File: config.mk
export PLATFORM = sky130hd
export DESIGN_NAME = veriyolu_hakemi_flat
export DESIGN_NICKNAME = d
export VERILOG_FILES = /design/src/rtl/veriyolu_hakemi_if.sv /design/src/rtl/veriyolu_hakemi.sv /design/src/flat_wrapper.sv
export SDC_FILE = /design/constraint.sdc
export NUM_CORES = 1
export LEC_CHECK = 0
export ABC_AREA = 1
export BUFFER_PORTS_ARGS = -buffer_cell sky130_fd_sc_hd__buf_2
export CAP_MARGIN = 15
export CORE_AREA = 5 5 104 106
export DETAILED_ROUTE_END_ITERATION = 16
export DIE_AREA = 0 0 109 111
export GPL_ROUTABILITY_DRIVEN = 1
export HOLD_SLACK_MARGIN = 0.12
export PLACE_DENSITY = 0.8
export SLEW_MARGIN = 20
export SYNTH_ARGS = -nofsm -noshare
export SYNTH_HDL_FRONTEND = slang
export SYNTH_SLANG_ARGS = --single-unit
File: constraint.sdc
create_clock -name clk -period 3.7 [get_ports clk]
set_input_delay 0.185 -clock clk [delete_from_list [all_inputs] [get_ports clk]]
set_output_delay 0.185 -clock clk [all_outputs]
set_load 0.05 [all_outputs]
File: src/rtl/veriyolu_hakemi_if.sv
// ----------------------------------------------------------------------------
// veriyolu_hakemi_if
// Purpose : external memory bus between the arbiter (master) and the memory
//           (slave). One request at a time, completed by iomem_ready.
// Signals : iomem_valid  request active, fields below are stable while high
//           iomem_wstrb  byte write strobes, 0 means read
//           iomem_addr   request address
//           iomem_wdata  write data
//           iomem_ready  completion from memory
//           iomem_rdata  read data, meaningful with iomem_ready
// ----------------------------------------------------------------------------
interface veriyolu_hakemi_if;
   logic        iomem_valid;
   logic [3:0]  iomem_wstrb;
   logic [31:0] iomem_addr;
   logic [31:0] iomem_wdata;
   logic        iomem_ready;
   logic [31:0] iomem_rdata;

   modport master (
      output iomem_valid,
      output iomem_wstrb,
      output iomem_addr,
      output iomem_wdata,
      input  iomem_ready,
      input  iomem_rdata
   );

   modport slave (
      input  iomem_valid,
      input  iomem_wstrb,
      input  iomem_addr,
      input  iomem_wdata,
      output iomem_ready,
      output iomem_rdata
   );
endinterface

File: src/rtl/veriyolu_hakemi.sv
// ----------------------------------------------------------------------------
// veriyolu_hakemi
// Purpose : arbitrates an instruction-cache refill port (ib_*) and a data-cache
//           port (vb_*) onto a single external memory bus. Data requests win by
//           default; after AC_SINIR consecutive data grants while an
//           instruction request waits, the instruction side is served. A
//           transaction that sees no iomem_ready for ZAMAN_ASIMI cycles is
//           aborted with hata_o and a zero-data ready pulse to its owner.
// Ports   : clk, resetn        clock, synchronous active-low reset
//           ib_valid_i/addr_i  instruction read request (held until ready)
//           ib_ready_o/rdata_o instruction completion pulse and read data
//           vb_valid_i/wstrb_i/addr_i/wdata_i  data request (held until ready)
//           vb_ready_o/rdata_o data completion pulse and read data
//           mem                external bus, master side
//           hata_o             one-cycle timeout abort pulse
// ----------------------------------------------------------------------------
module veriyolu_hakemi #(
   parameter int AC_SINIR    = 4,
   parameter int ZAMAN_ASIMI = 255
) (
   input  logic                      clk,
   input  logic                      resetn,
   input  logic                      ib_valid_i,
   input  logic [31:0]               ib_addr_i,
   output logic                      ib_ready_o,
   output logic [31:0]               ib_rdata_o,
   input  logic                      vb_valid_i,
   input  logic [3:0]                vb_wstrb_i,
   input  logic [31:0]               vb_addr_i,
   input  logic [31:0]               vb_wdata_i,
   output logic                      vb_ready_o,
   output logic [31:0]               vb_rdata_o,
   veriyolu_hakemi_if.master         mem,
   output logic                      hata_o
);

   localparam int AC_W  = $clog2(AC_SINIR + 1);
   localparam int TMO_W = $clog2(ZAMAN_ASIMI + 1);
   localparam logic [AC_W-1:0]  AC_MAX   = AC_W'(AC_SINIR);
   localparam logic [TMO_W-1:0] TMO_LAST = TMO_W'(ZAMAN_ASIMI - 1);

   typedef enum logic [1:0] {
      BOS      = 2'd0,
      IB_AKTIF = 2'd1,
      VB_AKTIF = 2'd2
   } durum_t;

   durum_t           state;
   logic             valid_q;
   logic [3:0]       wstrb_q;
   logic [31:0]      addr_q;
   logic [31:0]      wdata_q;
   logic             ib_abort_q;
   logic             vb_abort_q;
   logic             hata_q;
   logic [AC_W-1:0]  ac_cnt;
   logic [TMO_W-1:0] tmo_cnt;

   logic ib_win;
   logic cmpl;
   logic ib_cmpl;
   logic vb_cmpl;

   // The instruction side wins when it is alone or when it has been passed
   // over AC_SINIR times in a row; otherwise a pending data request wins.
   assign ib_win = ib_valid_i && (!vb_valid_i || (ac_cnt == AC_MAX));

   // A bus completion only counts while our request is actually on the bus.
   // Holding resetn low suppresses it so an abandoned transaction never
   // reports back to its owner.
   assign cmpl    = resetn && valid_q && mem.iomem_ready;
   assign ib_cmpl = cmpl && (state == IB_AKTIF);
   assign vb_cmpl = cmpl && (state == VB_AKTIF);

   // Normal completions are passed straight through in the completing cycle;
   // timeout aborts come from registers and carry zero data.
   assign ib_ready_o = ib_cmpl || ib_abort_q;
   assign vb_ready_o = vb_cmpl || vb_abort_q;
   assign ib_rdata_o = ib_cmpl ? mem.iomem_rdata : 32'h0;
   assign vb_rdata_o = vb_cmpl ? mem.iomem_rdata : 32'h0;
   assign hata_o     = hata_q;

   assign mem.iomem_valid = valid_q;
   assign mem.iomem_wstrb = wstrb_q;
   assign mem.iomem_addr  = addr_q;
   assign mem.iomem_wdata = wdata_q;

   // Arbiter FSM. Grants are only made from BOS, so every transaction is
   // separated from the next by at least one idle bus cycle. Request fields
   // are captured at grant time and held until the transaction ends, which
   // keeps the bus stable even if the requester changes its inputs.
   always_ff @(posedge clk) begin
      if (!resetn) begin
         state      <= BOS;
         valid_q    <= 1'b0;
         wstrb_q    <= 4'h0;
         addr_q     <= 32'h0;
         wdata_q    <= 32'h0;
         ib_abort_q <= 1'b0;
         vb_abort_q <= 1'b0;
         hata_q     <= 1'b0;
         ac_cnt     <= '0;
         tmo_cnt    <= '0;
      end else begin
         ib_abort_q <= 1'b0;
         vb_abort_q <= 1'b0;
         hata_q     <= 1'b0;
         case (state)
            BOS: begin
               if (ib_win) begin
                  state   <= IB_AKTIF;
                  valid_q <= 1'b1;
                  addr_q  <= ib_addr_i;
                  wstrb_q <= 4'h0;
                  wdata_q <= 32'h0;
                  tmo_cnt <= '0;
               end else if (vb_valid_i) begin
                  state   <= VB_AKTIF;
                  valid_q <= 1'b1;
                  addr_q  <= vb_addr_i;
                  wstrb_q <= vb_wstrb_i;
                  wdata_q <= vb_wdata_i;
                  tmo_cnt <= '0;
               end
               // Starvation count only tracks data grants that bypassed a
               // waiting instruction request.
               if (!ib_valid_i || ib_win) begin
                  ac_cnt <= '0;
               end else if (vb_valid_i && (ac_cnt != AC_MAX)) begin
                  ac_cnt <= ac_cnt + 1'b1;
               end
            end
            IB_AKTIF, VB_AKTIF: begin
               // A ready in the last waiting cycle still counts as success.
               if (mem.iomem_ready) begin
                  state   <= BOS;
                  valid_q <= 1'b0;
               end else if (tmo_cnt == TMO_LAST) begin
                  state      <= BOS;
                  valid_q    <= 1'b0;
                  hata_q     <= 1'b1;
                  ib_abort_q <= (state == IB_AKTIF);
                  vb_abort_q <= (state == VB_AKTIF);
                  tmo_cnt    <= tmo_cnt + 1'b1;
               end else begin
                  tmo_cnt <= tmo_cnt + 1'b1;
               end
            end
            default: begin
               state   <= BOS;
               valid_q <= 1'b0;
            end
         endcase
      end
   end

endmodule

File: src/flat_wrapper.sv
// flat-port wrapper written by rule: the top's interface ports become plain ports
module veriyolu_hakemi_flat 
#(
   parameter int AC_SINIR    = 4,
   parameter int ZAMAN_ASIMI = 255
)
  (clk, resetn, ib_valid_i, ib_addr_i, ib_ready_o, ib_rdata_o, vb_valid_i, vb_wstrb_i, vb_addr_i, vb_wdata_i, vb_ready_o, vb_rdata_o, hata_o, mem_iomem_valid, mem_iomem_wstrb, mem_iomem_addr, mem_iomem_wdata, mem_iomem_ready, mem_iomem_rdata);
  veriyolu_hakemi_if mem_i ();
  input  logic clk;
  input  logic resetn;
  input  logic ib_valid_i;
  input  logic [31:0] ib_addr_i;
  output logic ib_ready_o;
  output logic [31:0] ib_rdata_o;
  input  logic vb_valid_i;
  input  logic [3:0] vb_wstrb_i;
  input  logic [31:0] vb_addr_i;
  input  logic [31:0] vb_wdata_i;
  output logic vb_ready_o;
  output logic [31:0] vb_rdata_o;
  output logic hata_o;
  output wire logic [$bits(mem_i.iomem_valid)-1:0] mem_iomem_valid;
  output wire logic [$bits(mem_i.iomem_wstrb)-1:0] mem_iomem_wstrb;
  output wire logic [$bits(mem_i.iomem_addr)-1:0] mem_iomem_addr;
  output wire logic [$bits(mem_i.iomem_wdata)-1:0] mem_iomem_wdata;
  input wire logic [$bits(mem_i.iomem_ready)-1:0] mem_iomem_ready;
  input wire logic [$bits(mem_i.iomem_rdata)-1:0] mem_iomem_rdata;
  assign mem_iomem_valid = mem_i.iomem_valid;
  assign mem_iomem_wstrb = mem_i.iomem_wstrb;
  assign mem_iomem_addr = mem_i.iomem_addr;
  assign mem_iomem_wdata = mem_i.iomem_wdata;
  assign mem_i.iomem_ready = mem_iomem_ready;
  assign mem_i.iomem_rdata = mem_iomem_rdata;
  veriyolu_hakemi #(.AC_SINIR(AC_SINIR), .ZAMAN_ASIMI(ZAMAN_ASIMI)) u_core (.clk(clk), .resetn(resetn), .ib_valid_i(ib_valid_i), .ib_addr_i(ib_addr_i), .ib_ready_o(ib_ready_o), .ib_rdata_o(ib_rdata_o), .vb_valid_i(vb_valid_i), .vb_wstrb_i(vb_wstrb_i), .vb_addr_i(vb_addr_i), .vb_wdata_i(vb_wdata_i), .vb_ready_o(vb_ready_o), .vb_rdata_o(vb_rdata_o), .mem(mem_i), .hata_o(hata_o));
endmodule
After elaboration in Yosys (flattened, before gate mapping)
Index checks and enable logic that the tools add are counted.
W data, S select, Z words.
{ "classes": {"addsub": 2, "eq_ne": 8, "mux": 25, "bitwise_logic": 3, "reduce_logical": 23} }
{ "ops": {"columns": ["cell", "count"], "rows": [
  ["$mux W32", 6],
  ["$mux W8", 3],
  ["$pmux W8 S2", 1],
  ["$add A8 B1 Y8 const B", 1],
  ["$eq A8 B8 Y1 const B", 1],
  ["$mux W2", 4],
  ["$mux W4", 2],
  ["$logic_and A1 B1 Y1", 6],
  ["$mux W3", 2],
  ["$ne A3 B2 Y1 const B", 2],
  ["$reduce_and A2 Y1", 3],
  ["$reduce_bool A2 Y1", 3],
  ["$mux W1", 5],
  ["$logic_or A1 B1 Y1", 4],
  ["$pmux W2 S2", 1],
  ["$reduce_or A4 Y1", 1],
  ["$add A3 B1 Y3 const B", 1],
  ["$eq A3 B3 Y1 const B", 1],
  ["$ne A3 B3 Y1 const B", 1],
  ["$not A1 Y1", 3],
  ["$reduce_and A3 Y1", 1],
  ["$reduce_or A3 Y1", 1],
  ["$eq A2 B1 Y1 const B", 1],
  ["$eq A2 B2 Y1 const B", 1],
  ["5 further kinds", 6]
]} }
{ "word_totals": {"regBits": 85, "inputBits": 137, "out_inout_bits": 136, "word_cells": 71} }

Logic depth before layout (Yosys ltp)
{ "depth": {"ltp_word": 6, "ltp_mapped": 11, "ltp_nobuf": 10} }

Least setup slack after synthesis
Ideal clock, no wire load.
{ "synth_path": {"kind": "reg-to-output", "start": "register u_core.valid_q (netlist: u_core.mem.iomem_valid)", "end": "output vb_rdata_o[22]", "arrival_ns": 1.796, "t_required_ns": 3.515, "setup_slack_ns": 1.719, "path_stages_with_launch": 6, "path_buffers": 1, "cell_sequence": "dfxtp_1 nand2_1 inv_2 nand3_1 buf_2 nor2_1"} }
{ "synth_via": {"elab_chain_len": 4} }
{ "synth_lines": {"columns": ["item", "line", "rtl"], "rows": [
  ["start: declaration", "veriyolu_hakemi.sv:49", "logic valid_q;"],
  ["start signal: assignment", "veriyolu_hakemi.sv:95", "valid_q <= 1'b0;"],
  ["start signal: assignment", "veriyolu_hakemi.sv:112", "valid_q <= 1'b1;"],
  ["start signal: assignment", "veriyolu_hakemi.sv:119", "valid_q <= 1'b1;"],
  ["$logic_and A1 B1 Y1 (2 in series)", "veriyolu_hakemi.sv:71", "assign cmpl = resetn && valid_q && mem.iomem_ready;"],
  ["$logic_and A1 B1 Y1", "veriyolu_hakemi.sv:73", "assign vb_cmpl = cmpl && (state == VB_AKTIF);"],
  ["$mux W32", "veriyolu_hakemi.sv:80", "assign vb_rdata_o = vb_cmpl ? mem.iomem_rdata : 32'h0;"],
  ["end: declaration", "flat_wrapper.sv:20", "output logic [31:0] vb_rdata_o;"]
]} }
Every way passes these cells.

Worst setup path in the final report
{ "layout_path": {"start": "register u_core.state[0]", "end": "register u_core.addr_q[31] (netlist: u_core.mem.iomem_addr[31])"} }
{ "layout_via": {"elab_chain_len": 2} }
{ "layout_lines": {"columns": ["item", "line", "rtl"], "rows": [
  ["start: declaration", "veriyolu_hakemi.sv:48", "durum_t state;"],
  ["start signal: assignment", "veriyolu_hakemi.sv:94", "state <= BOS;"],
  ["start signal: assignment", "veriyolu_hakemi.sv:111", "state <= IB_AKTIF;"],
  ["start signal: assignment", "veriyolu_hakemi.sv:118", "state <= VB_AKTIF;"],
  ["$logic_not A2 Y1", "veriyolu_hakemi.sv:108", "case (state)"],
  ["$reduce_and A2 Y1 (no source line)", null, null],
  ["end signal: assignment", "veriyolu_hakemi.sv:113", "addr_q <= ib_addr_i;"],
  ["end signal: assignment", "veriyolu_hakemi.sv:120", "addr_q <= vb_addr_i;"],
  ["end: declaration", "veriyolu_hakemi.sv:51", "logic [31:0] addr_q;"]
]} }
Every way passes these cells.
A chain may end at the register's enable or synchronous reset.

==> key figures <==
Layout
  • Commonest non-fill, non-tap cell in the layout: buf_2
  • Area grow syn2layout: 54.9%
  • Layout cells sized above 1: 0.340
  • Final instance area: about 6300 sq um
  • Most frequent cells in the layout: buf_2, nor2_1, nand2_1, dfxtp_1
  • Post-Layout Cell Count: between 1,000 and 1,500
  • Layout net count: 1,048
  • Diode count: 0
  • Final core utilization: 0.647

STA
  • Pins Over Slew Limit: 0
  • Final setup vio count: 0
  • Crit path time final: 2660 ps
  • Max Clk Rate: ~380 MHz
  • Tightest Pin Transition: 835 ps
  • RSZ-0062 raised after global routing: false
  • Slew headroom: 0.442
  • Final Cycle Share: 0.718
  • Clk_skew: approximately 15 ps
  • Setup TNS: 0 ps
  • Hold Violations, Final: 0

Job
  • Max Cap Viol: 0

GRT
  • GRT met2 Usage: 0.423
  • Vias in the first global route: 4,876
  • GR Overflow Total: 0
  • GR Util met3: 0.0885
  • Initial antenna violation count: 0
  • Met1 usage: 0.245
  • Global Route Usage Sum: 0.244
  • GR peak layer: met2
  • Largest net degree at the start of global routing: 78
  • First-pass GRT wire length: roughly 24,000 um

Critical path
  • Reg2Reg Depth: 8
  • Worst R2R Start: u_core.state[0]$_SDFFE_PN0P_
  • Reg-to-reg setup timing slack: 1040 ps
  • Critical path endpoint category: flop
  • CP delay by family, top: buffers and inverters
  • CP Max Fanout: 58
  • Critical Path RT: 4000 ps
  • Arr. time, crit path: 2960 ps
  • Slowest CP cell: inv_2
  • Setup crit start kind: flop
  • CP Cell Sequence: inv_1 -> ha_1 -> o21ai_2 -> inv_2 -> buf_4 -> o21ai_0 -> a31oi_1 -> dlygate4sd3_1
  • Critical path class: reg -> reg
  • Sum of buffers and inverters on the critical path: 4
  • CP max stage delay: 610 ps
  • R2R Path End: u_core.mem.iomem_addr[31]$_SDFFE_PN0P_

Yosys
  • EDFF count, synth: 0
  • Post-Syn Nets: 731
  • Syn Inst Count: 586
  • Post-synthesis register bit count: 85
  • Sequential area share after synthesis: 0.421
  • Async set-reset flop share out of synthesis: 0
  • Syn Area/Cell: 6.90 sq um
  • Synth Cell Area: 4050 sq um
  • Synth unique cells: 28
  • Main synth FF type: dfxtp_1
  • Syn. warnings: 0

Die
  • Die footprint: roughly 12,000 sq um
  • Core Area: 9680 sq um
  • Initial core utilization: 0.418
  • Die X: roughly 110 um
  • # IOs: approximately 270
  • Die height: ~110 um
  • Site Rows: 36

Clock network
  • Inserted Clock Buffers: 9
  • Bufs on Longest Clock Path: 2
  • CTS tree: built
  • Clock latency on the worst-skew pair: 350 ps
  • Clock sink count: 85
  • H-tree Lvls: 3
  • Postcts setup bufs: 0
  • Root Driver: clkbuf_8
  • Worst-path clk slew: 90 ps

Route
  • Antenna Nets Post-Route: 0
  • Pre-antenna DRT Iters: 4
  • Via count: 5,045
  • # DRC: 0
  • Initial DRC Count: 333
  • Routed WL: 15,500 um
  • WL per Instance: 14.9 um
  • DR vias/cell: 4.85

Power and ir drop
  • IR drop worst, VDD: approximately 0.35 mV
  • Leak pwr: 3.51 nW
  • Pwr dens: about 430 nW/um^2

Hold path
  • Min-delay src: vb_wdata_i[11]
  • Worst Hold Class: in -> reg
  • Worst hold path depth: 3
  • End of the worst hold path: u_core.mem.iomem_wdata[11]$_SDFFE_PN0P_

Place
  • HPWL after DPL: about 9800 um
  • I/O Buffers: roughly 270
  • Placed cells: 957
  • Placed Area: 5400 sq um
  • GPL Wtd Cong: 0.810

Status
  • Status: finished, final reports clean
==> logic make-up after synthesis <==
group | synth area share
AO/OA/AOI/OAI | 0.185
XOR/XNOR | 0.00217
adder cells (fa/ha/maj) | 0.0247
buffers and inverters | 0.118
flip-flops | 0.421
AND/OR/NAND/NOR | 0.249
==> sequential cells by signal, summed over array words and instances, names as in the netlist <==
name	flops
u_core.ac_cnt	3
u_core.hata_o	1
u_core.ib_abort_q	1
u_core.mem.iomem_addr	32
u_core.mem.iomem_valid	1
u_core.mem.iomem_wdata	32
u_core.mem.iomem_wstrb	4
u_core.state	2
u_core.tmo_cnt	8
u_core.vb_abort_q	1
==> cell usage after synthesis, types with 2 or more instances <==
library cell  number  area [sq um]
a21oi_1           44           220
nand3_1           22           110
o211ai_1          15           113
nor2_1           113           424
nand4_1            3          18.8
inv_2              4          15.0
buf_2             21           105
o21ai_1            4          20.0
o21ai_2            2          17.5
clkbuf_1          10          37.5
dfxtp_1           85          1700
nand2_2            4          25.0
o21ai_0           53           265
nand2_1           95           357
ha_1               8           100
nand3_2            2          20.0
a31oi_1           17           106
buf_4              7          52.6
inv_1             68           255
==> how the worst max path moves through the flow <==
stage | cells after the start | endpoint | from | slack (ps)
5_1_grt | 8 | u_core.mem.iomem_addr[31]$_SDFFE_PN0P_ | u_core.state[0]$_SDFFE_PN0P_ | 820
6_report | 8 | u_core.mem.iomem_addr[31]$_SDFFE_PN0P_ | u_core.state[0]$_SDFFE_PN0P_ | 1040
3_5_place_dp | 5 | vb_rdata_o[9] | u_core.state[0]$_SDFFE_PN0P_ | 1370
4_1_cts | 5 | vb_rdata_o[9] | u_core.state[0]$_SDFFE_PN0P_ | 990
2_1_floorplan | 5 | vb_rdata_o[22] | u_core.mem.iomem_valid$_SDFFE_PN0P_ | 1720
3_3_place_gp | 5 | vb_rdata_o[9] | u_core.state[0]$_SDFFE_PN0P_ | 1410
==> worst reg2reg max path, stage by stage, from the launching register on <==
cell           delay [ps]
dfxtp_1               330
inv_1                 100
ha_1                  230
o21ai_2                90
inv_2                 610
buf_4                 340
o21ai_0               130
a31oi_1               220
dlygate4sd3_1         570
==> through the flow <==
| stage | setup slack, ps | hold slack, ps | power (W) |
|---|---|---|---|
| 2_1_floorplan | 1720 | 325 | 0.00178 |
| 3_3_place_gp | 1410 | 431 | 0.00202 |
| 3_5_place_dp | 1370 | 439 | 0.00203 |
| 4_1_cts | 988 | 121 | 0.00269 |
| 5_1_grt | 824 | 131 | 0.00284 |
| 6_report | 1040 | 137 | 0.00270 |
==> final cells by class <==
class,count,area (sq um)
tap,133,166
clock buffer,10,128
timing repair buffer,345,2080
clock inverter,6,47.5
fill,845,3420
inverter,72,270
multi-input combinational,390,1870
sequential,85,1700
==> report_power, final <==
part	switching, W	total, W	internal, W
Clock	0.000345	0.000592	0.000247
Combinational	0.000722	0.00102	0.000301
Sequential	0.0000599	0.00109	0.00103
==> per-layer routing <==
layer	up-vias	wire, um
li1	2503	-
met3	68	1600
met5	-	0
met1	2184	5450
met2	290	7620
met4	0	837
==> repair_timing <==
item | 4_1_cts | 5_1_grt
gates resized for setup | 0 | 0
endpoints found under the setup margin | 0 | 0
hold buffers | 68 | 0
hold endpoints to repair | 51 | 0
(Power assumes the default switching activity.)
